`src/rtl/cycle_monitor.sv`:
```
// Passive writeback-stage performance monitor: counts cycles, retires, stalls,
// bubbles and retired-instruction classes. Latency: 1 cycle (registered outputs).
// Backpressure: none; it only observes and never drives the pipeline.
//
// Ports:
//   clk_i          - single clock, all state changes on rising edge
//   reset_i        - asynchronous active-low reset, clears every counter
//   valid_w_i      - writeback instruction valid
//   stall_w_i      - writeback stalled this cycle
//   instr_w_i      - instruction word in writeback (only opcode [6:0] used)
//   cycle_cnt_o    - cycles since reset release
//   instret_cnt_o  - retired instructions
//   stall_cnt_o    - stalled cycles
//   bubble_cnt_o   - cycles with neither valid nor stall
//   *_cnt_o        - per-class retired-instruction counts
// All counters wrap modulo 2^CNT_W.
module cycle_monitor #(
    parameter int unsigned CNT_W = 64
) (
    input  logic             clk_i,
    input  logic             reset_i,
    input  logic             valid_w_i,
    input  logic             stall_w_i,
    input  logic [31:0]      instr_w_i,
    output logic [CNT_W-1:0] cycle_cnt_o,
    output logic [CNT_W-1:0] instret_cnt_o,
    output logic [CNT_W-1:0] stall_cnt_o,
    output logic [CNT_W-1:0] bubble_cnt_o,
    output logic [CNT_W-1:0] load_cnt_o,
    output logic [CNT_W-1:0] store_cnt_o,
    output logic [CNT_W-1:0] branch_cnt_o,
    output logic [CNT_W-1:0] jump_cnt_o,
    output logic [CNT_W-1:0] alu_cnt_o,
    output logic [CNT_W-1:0] upper_cnt_o,
    output logic [CNT_W-1:0] system_cnt_o,
    output logic [CNT_W-1:0] other_cnt_o
);

    // Class counter slots
    localparam int CLS_LOAD   = 0;
    localparam int CLS_STORE  = 1;
    localparam int CLS_BRANCH = 2;
    localparam int CLS_JUMP   = 3;
    localparam int CLS_ALU    = 4;
    localparam int CLS_UPPER  = 5;
    localparam int CLS_SYSTEM = 6;
    localparam int CLS_OTHER  = 7;
    localparam int N_CLS      = 8;

    localparam logic [CNT_W-1:0] ONE = CNT_W'(1);

    logic retire;
    logic bubble;
    logic [N_CLS-1:0] cls_hot;

    logic [CNT_W-1:0] cycle_q,   cycle_d;
    logic [CNT_W-1:0] instret_q, instret_d;
    logic [CNT_W-1:0] stall_q,   stall_d;
    logic [CNT_W-1:0] bubble_q,  bubble_d;
    logic [CNT_W-1:0] cls_q [N_CLS];
    logic [CNT_W-1:0] cls_d [N_CLS];

    // Visible for hierarchical reads by benches.
    logic [CNT_W-1:0] cycle_cnt;

    // retire, stall and bubble partition every cycle.
    assign retire = valid_w_i & ~stall_w_i;
    assign bubble = ~valid_w_i & ~stall_w_i;

    // Opcode is only looked at when retiring, so an undefined instruction
    // word on idle/stalled cycles can never leak into a class counter.
    always_comb begin
        cls_hot = '0;
        if (retire) begin
            case (instr_w_i[6:0])
                7'b0000011:             cls_hot[CLS_LOAD]   = 1'b1;
                7'b0100011:             cls_hot[CLS_STORE]  = 1'b1;
                7'b1100011:             cls_hot[CLS_BRANCH] = 1'b1;
                7'b1101111, 7'b1100111: cls_hot[CLS_JUMP]   = 1'b1;
                7'b0010011, 7'b0110011: cls_hot[CLS_ALU]    = 1'b1;
                7'b0110111, 7'b0010111: cls_hot[CLS_UPPER]  = 1'b1;
                7'b1110011:             cls_hot[CLS_SYSTEM] = 1'b1;
                default:                cls_hot[CLS_OTHER]  = 1'b1;
            endcase
        end
    end

    always_comb begin
        cycle_d   = cycle_q + ONE;
        instret_d = retire    ? instret_q + ONE : instret_q;
        stall_d   = stall_w_i ? stall_q + ONE   : stall_q;
        bubble_d  = bubble    ? bubble_q + ONE  : bubble_q;
        for (int i = 0; i < N_CLS; i++) begin
            cls_d[i] = cls_hot[i] ? cls_q[i] + ONE : cls_q[i];
        end
    end

    always_ff @(posedge clk_i or negedge reset_i) begin
        if (!reset_i) begin
            cycle_q   <= '0;
            instret_q <= '0;
            stall_q   <= '0;
            bubble_q  <= '0;
            for (int i = 0; i < N_CLS; i++) begin
                cls_q[i] <= '0;
            end
        end else begin
            cycle_q   <= cycle_d;
            instret_q <= instret_d;
            stall_q   <= stall_d;
            bubble_q  <= bubble_d;
            for (int i = 0; i < N_CLS; i++) begin
                cls_q[i] <= cls_d[i];
            end
        end
    end

    assign cycle_cnt     = cycle_q;
    assign cycle_cnt_o   = cycle_cnt;
    assign instret_cnt_o = instret_q;
    assign stall_cnt_o   = stall_q;
    assign bubble_cnt_o  = bubble_q;
    assign load_cnt_o    = cls_q[CLS_LOAD];
    assign store_cnt_o   = cls_q[CLS_STORE];
    assign branch_cnt_o  = cls_q[CLS_BRANCH];
    assign jump_cnt_o    = cls_q[CLS_JUMP];
    assign alu_cnt_o     = cls_q[CLS_ALU];
    assign upper_cnt_o   = cls_q[CLS_UPPER];
    assign system_cnt_o  = cls_q[CLS_SYSTEM];
    assign other_cnt_o   = cls_q[CLS_OTHER];

endmodule

```
`config.mk`:
```
export PLATFORM = sky130hd
export DESIGN_NAME = cycle_monitor
export DESIGN_NICKNAME = d
export VERILOG_FILES = /design/src/rtl/cycle_monitor.sv
export SDC_FILE = /design/constraint.sdc
export NUM_CORES = 1
export LEC_CHECK = 0
export CAP_MARGIN = 20
export CORE_MARGIN = 4
export CORE_UTILIZATION = 29
export CTS_CLUSTER_DIAMETER = 50
export DETAILED_ROUTE_END_ITERATION = 16
export GPL_TIMING_DRIVEN = 0
export SYNTH_ARGS = -nofsm -noshare
export SYNTH_HDL_FRONTEND = slang
export SYNTH_SLANG_ARGS = --single-unit
export TNS_END_PERCENT = 1
```
`constraint.sdc`:
```
create_clock -name clk_i -period 2.4 [get_ports clk_i]
set_input_delay 0.36 -clock clk_i [delete_from_list [all_inputs] [get_ports clk_i]]
set_output_delay 0.36 -clock clk_i [all_outputs]
set_load 0.02 [all_outputs]
```
==> After elaboration in Yosys (flattened, before gate mapping) <==
Index checks and enable logic that the tools add are counted.
{ "word_totals": {"mem_bits_ro": 0, "ram_bits": 0, "inputBits": 36, "mem_count": 0, "word_cells": 51, "regBits": 768, "latchBits": 0, "output_inout_bits": 768} }
{ "op_classes": {"n_mux": 9, "div": 0, "n_reduce_logical": 4, "order_cmp": 0, "n_eq_ne": 10, "mul": 0, "bitwise_logic": 4, "addsub": 12, "n_shift": 0} }
{ "op_table": {"columns": ["op", "n"], "rows": [
  ["64-bit by 1-bit adder with 64-bit output (second input constant)", 12],
  ["7-bit equality test (second input constant)", 4],
  ["7-bit by 6-bit equality test with 1-bit output (second input constant)", 3],
  ["7-bit by 5-bit equality test with 1-bit output (second input constant)", 2],
  ["10-bit OR reduction", 1],
  ["1-bit 2-to-1 mux", 8],
  ["8-bit 2-to-1 mux", 1],
  ["7-bit by 2-bit equality test with 1-bit output (second input constant)", 1],
  ["2-bit OR reduction", 3],
  ["1-bit bitwise AND", 2],
  ["1-bit inverter", 2]
]} }

==> Depth between registers and ports, before layout <==
{ "depth": {"ltp_word": 4, "depth_mapped": 8} }

==> Least setup slack after synthesis <==
No wires, ideal clock.
{ "synth_timing": {"path_kind": "reg2reg", "from": "register bubble_q[3] (netlist: bubble_cnt_o[3])", "to": "register bubble_q[56] (netlist: bubble_cnt_o[56])", "slack_ns": 0.177, "t_required_ns": 2.269, "t_arrival_ns": 2.091, "path_stages_with_launch": 6, "synth_period_minus_slack_ns": 2.223, "cell_sequence": "dfrtp_1 -> nand4_2 -> or4_1 -> nor4_1 -> nand4_1 -> xnor2_1"} }
{ "synth_between": {"elab_chain_cells": 1} }
{ "synth_lines": {"columns": ["item", "line_no", "rtl"], "rows": [
  ["start, declared", "59", "logic [CNT_W-1:0] bubble_q, bubble_d;"],
  ["start signal, assigned", "111", "bubble_q <= bubble_d;"],
  ["64-bit by 1-bit adder with 64-bit output", "92", "bubble_d = bubble ? bubble_q + ONE : bubble_q;"]
]} }
No other way between the ends.
A chain may end at the register's enable or synchronous reset.

==> Worst setup path in the final report <==
{ "layout_timing": {"from": "input stall_w_i", "to": "register cls_q (netlist bit jump_cnt_o[37])"} }
{ "layout_between": {"elab_chain_cells": 3} }
{ "layout_lines": {"columns": ["item", "line_no", "rtl"], "rows": [
  ["start, declared", "23", "input logic stall_w_i,"],
  ["1-bit inverter", "67", "assign retire = valid_w_i & ~stall_w_i;"],
  ["1-bit bitwise AND", "67", null],
  ["8-bit 2-to-1 mux", "74", "if (retire) begin"],
  ["end signal, assigned by index", "113", "cls_q[i] <= cls_d[i];"],
  ["end, declared", "60", "logic [CNT_W-1:0] cls_q [N_CLS];"]
]} }
No other way between the ends.

==> impl_metrics.csv <==
group,metric,value,unit
timing,period_needed,2490,ps
floorplan,die_y,360,um
drt,routedWlPerCell,21.2,um
synthesis,synthTopCellsByArea,"dfrtp_1 (53%), xor2_1 (9.5%), xnor2_1 (8.9%), nand4_1 (4.8%), nand3_1 (3.7%)",
hold_path,hp-class,"in -> async",
synthesis,syn-num-nets,3441,
synthesis,ys_types,56,
critical_path,path_cells,"dlygate4sd2_1, nand4b_4, buf_4, buf_4, or4_4, nor4_4, nand4_1, xnor2_1",
critical_path,critPathLaunchType,"primary input",
synthesis,avgSynthCellArea,10.6,um2
global_route,first_global_vias,29825,
timing,fin_setup_tns,-755,ps
floorplan,die_w,360,um
critical_path,ff2ff_setup_slack,-70,ps
synthesis,synth-seq-area-share,0.534,
critical_path,cpPeakStageDelay,610,ps
synthesis,ys_warn_count,0,
global_route,grt_max_degree,116,
run_status,status,"complete, but fails checks",
place,placed_cells,5816,
floorplan,core,0.123,mm2
finish,final-instance-count-excl-fill,6046,
flow_run,cap_violations,0,
finish,fillers,11912,
finish,layout.nets,4366,
cts,clockBufferDepth,3,
critical_path,regToRegEndpoint,"jump_cnt_o[37]$_DFFE_PN0P_",
synthesis,ys_async_sr_fraction,1.00,
cts,cts_tree,"yes",
timing,hold_viol_final,106,
drt,drt_iter0_drc,2338,
cts,clock_latency,700,ps
synthesis,synthesis.area,0.0360,mm2
timing,timing.final.crit_share,1.04,
floorplan,boundaryPins,804,
place,io_buffers,775,
finish,drive_above_1_share,0.0957,
cts,path_clk_slew,60,ps
timing,setup_ws,-89.9,ps
drt,routed-via-count,30100,
cts,cts_sinks,768,
finish,area_growth,40.7,%
global_route,antenna_found_initial,3,
drt,dr.pass1.iters,8,
synthesis,synth-seq-cells,768,
global_route,grt_pass1_wl,194,mm
floorplan,fp.dieArea,0.130,mm2
critical_path,reg2reg_from,"jump_cnt_o[6]$_DFFE_PN0P_",
floorplan,floorplan.initialDensity,0.292,
finish,diodes,0,
timing,setup_viol,17,
cts,clockRootBuffer,"clkbuf_16",
critical_path,reg2reg_depth,5,
global_route,track_usage,0.191,
timing,drv_slew,0,
power_and_ir_drop,p_per_area,622,mW/mm2
critical_path,worstPathArrival,3070,ps
run_status,violations,"negative hold slack, negative setup slack",
power_and_ir_drop,finalPower,31.5,mW
floorplan,rows,129,
synthesis,synthCells,3393,
power_and_ir_drop,p_leak,22.3,nW
critical_path,crit_top_cell,"buf_4",
place,post-place-ws,-2040,ps
place,dp_hpwl,98.2,mm
critical_path,cp_data_required_time,2980,ps
synthesis,synth_edf_count,0,
power_and_ir_drop,peakVddDrop,0.000626,V
place,gp_congestion,0.916,
critical_path,crit_slowest_cell,"or4_4",
synthesis,synth_top_area_cell,"dfrtp_1",
drt,route.detailed.drc,0,
timing,fin_worst_skew,30.6,ps
timing,whs,-129,ps
cts,h-tree-depth,3,
timing,worst_pin_slew,922,ps
critical_path,worst-path-max-fanout,7,
cts,numCtsBuffers,107,
drt,via_per_inst,4.98,
critical_path,critPathKind,"in -> reg",
synthesis,yosys.area.top_type_share,0.534,
drt,drt_wl_total,128,mm
drt,ant_nets,0,
global_route,grt_overflow,0,
timing,max_slew_margin,0.385,
timing,rsz0062_at_grt,"true",
synthesis,synthFlopType,"dfrtp_1",
critical_path,endpoint_kind,"flip-flop",
timing,timing.fmax,402,MHz
power breakdown:
group | switching [mW] | total (mW) | internal [mW]
clock | 6.38 | 16.3 | 9.93
combinational | 1.05 | 1.68 | 0.630
sequential | 0.366 | 13.5 | 13.2
total | 7.80 | 31.5 | 23.7
kinds of logic after synthesis:
kind of cell             share of synthesized area
buffers and inverters                       0.0174
AND/OR/NAND/NOR                              0.256
XOR/XNOR                                     0.184
multiplexers                               0.00344
AO/OA/AOI/OAI                              0.00215
adder cells (fa/ha/maj)                    0.00417
flip-flops                                   0.534
placed cells by master (no fill, tap or decap), drive strengths merged, types with 4 or more instances in the layout:
master	count
xor2	391
nand3b	4
nand4b	10
ha	12
nand2	287
clkinv	31
or3	13
dfrtp	768
clkinvlp	9
nor4b	8
nor2	255
xnor2	364
nor3	209
nor2b	5
dlygate4sd2	14
and2	20
nor4	172
nand2b	4
buf	60
nor3b	6
and3	66
nand4bb	5
nand4	282
and4	38
or4	7
clkbuf	161
clkdlybuf4s50	754
or2	15
bufinv	10
mux2	11
dlymetal6s2s	6
nand3	270
inv	126
flip-flops by register name (all words and copies together), names as in the netlist:
name and flops:
alu_cnt_o 64, branch_cnt_o 64, bubble_cnt_o 64, cycle_cnt_o 64
instret_cnt_o 64, jump_cnt_o 64, load_cnt_o 64, other_cnt_o 64
stall_cnt_o 64, store_cnt_o 64, system_cnt_o 64, upper_cnt_o 64
per-layer routing:
| layer | routed length (um) | vias up | part of all wire | track usage |
|---|---|---|---|---|
| li1 | - | 13881 | - | - |
| met1 | 53400 | 14994 | 0.42 | 0.245 |
| met2 | 60400 | 1023 | 0.47 | 0.309 |
| met3 | 10100 | 200 | 0.078 | 0.0574 |
| met4 | 4520 | 2 | 0.035 | 0.0655 |
| met5 | 10 | - | 0.000078 | 0 |
cell type report:
class                   count  area [um2]  area share
repair buffers            817        8280       0.163
clock inverters            65         738      0.0146
clock buffers             135        2970      0.0585
well taps                1637        2050      0.0404
plain buffers              46         249     0.00491
inverters                 111         417     0.00822
multi-input cells        2467       16800       0.331
flip-flops and latches    768       19200       0.379
stage by stage:
stage / area [um2] / util
6_report: 50700 / 0.410
5_1_grt: 50700 / 0.410
4_1_cts: 50200 / 0.406
3_5_place_dp: 46000 / 0.373
3_3_place_gp: 45800 / 0.371
2_1_floorplan: 36000 / -
synth_stat cells, drive strengths merged (3+ instances only):
cell,n
nand2b,4
nand4b,10
xnor2,364
nor3,209
o211ai,3
buf,20
or4,7
mux2,11
and4,38
nor2,255
and3,66
nand3b,4
inv,111
nor2b,5
or2,15
nor3b,6
dfrtp,768
xor2,391
o2111ai,3
nand2,287
or3,13
nor4b,8
nand4bb,5
nor4,172
and2,20
clkbuf,27
ha,12
nand4,282
nand3,270
worst max path at each step:
stage / startpoint / endpoint / slack [ps] / depth (start not counted)
global route: stall_w_i / jump_cnt_o[37]$_DFFE_PN0P_ / -230 / 8
floorplan: bubble_cnt_o[3]$_DFFE_PN0P_ / bubble_cnt_o[56]$_DFFE_PN0P_ / 180 / 5
detailed placement: stall_w_i / alu_cnt_o[45]$_DFFE_PN0P_ / -2040 / 7
finish: stall_w_i / jump_cnt_o[37]$_DFFE_PN0P_ / -90 / 8
global placement: reset_i / cycle_cnt_o[34]$_DFF_PN0_ / -35390 / 1
CTS: stall_w_i / upper_cnt_o[58]$_DFFE_PN0P_ / -140 / 8
what timing repair did:
action                     4_1_cts  5_1_grt
setup endpoints to repair      550      301
setup buffers                   16       10
gates resized for setup         77       74
hold endpoints to repair       244      244
pin swaps                       21       19
critical path, delay by kind of cell:
kind,cells,cell delay (ps)
buffers and inverters,3,890
AND/OR/NAND/NOR,4,1630
XOR/XNOR,1,170
No activity file was read; power rests on OpenSTA's default activity.
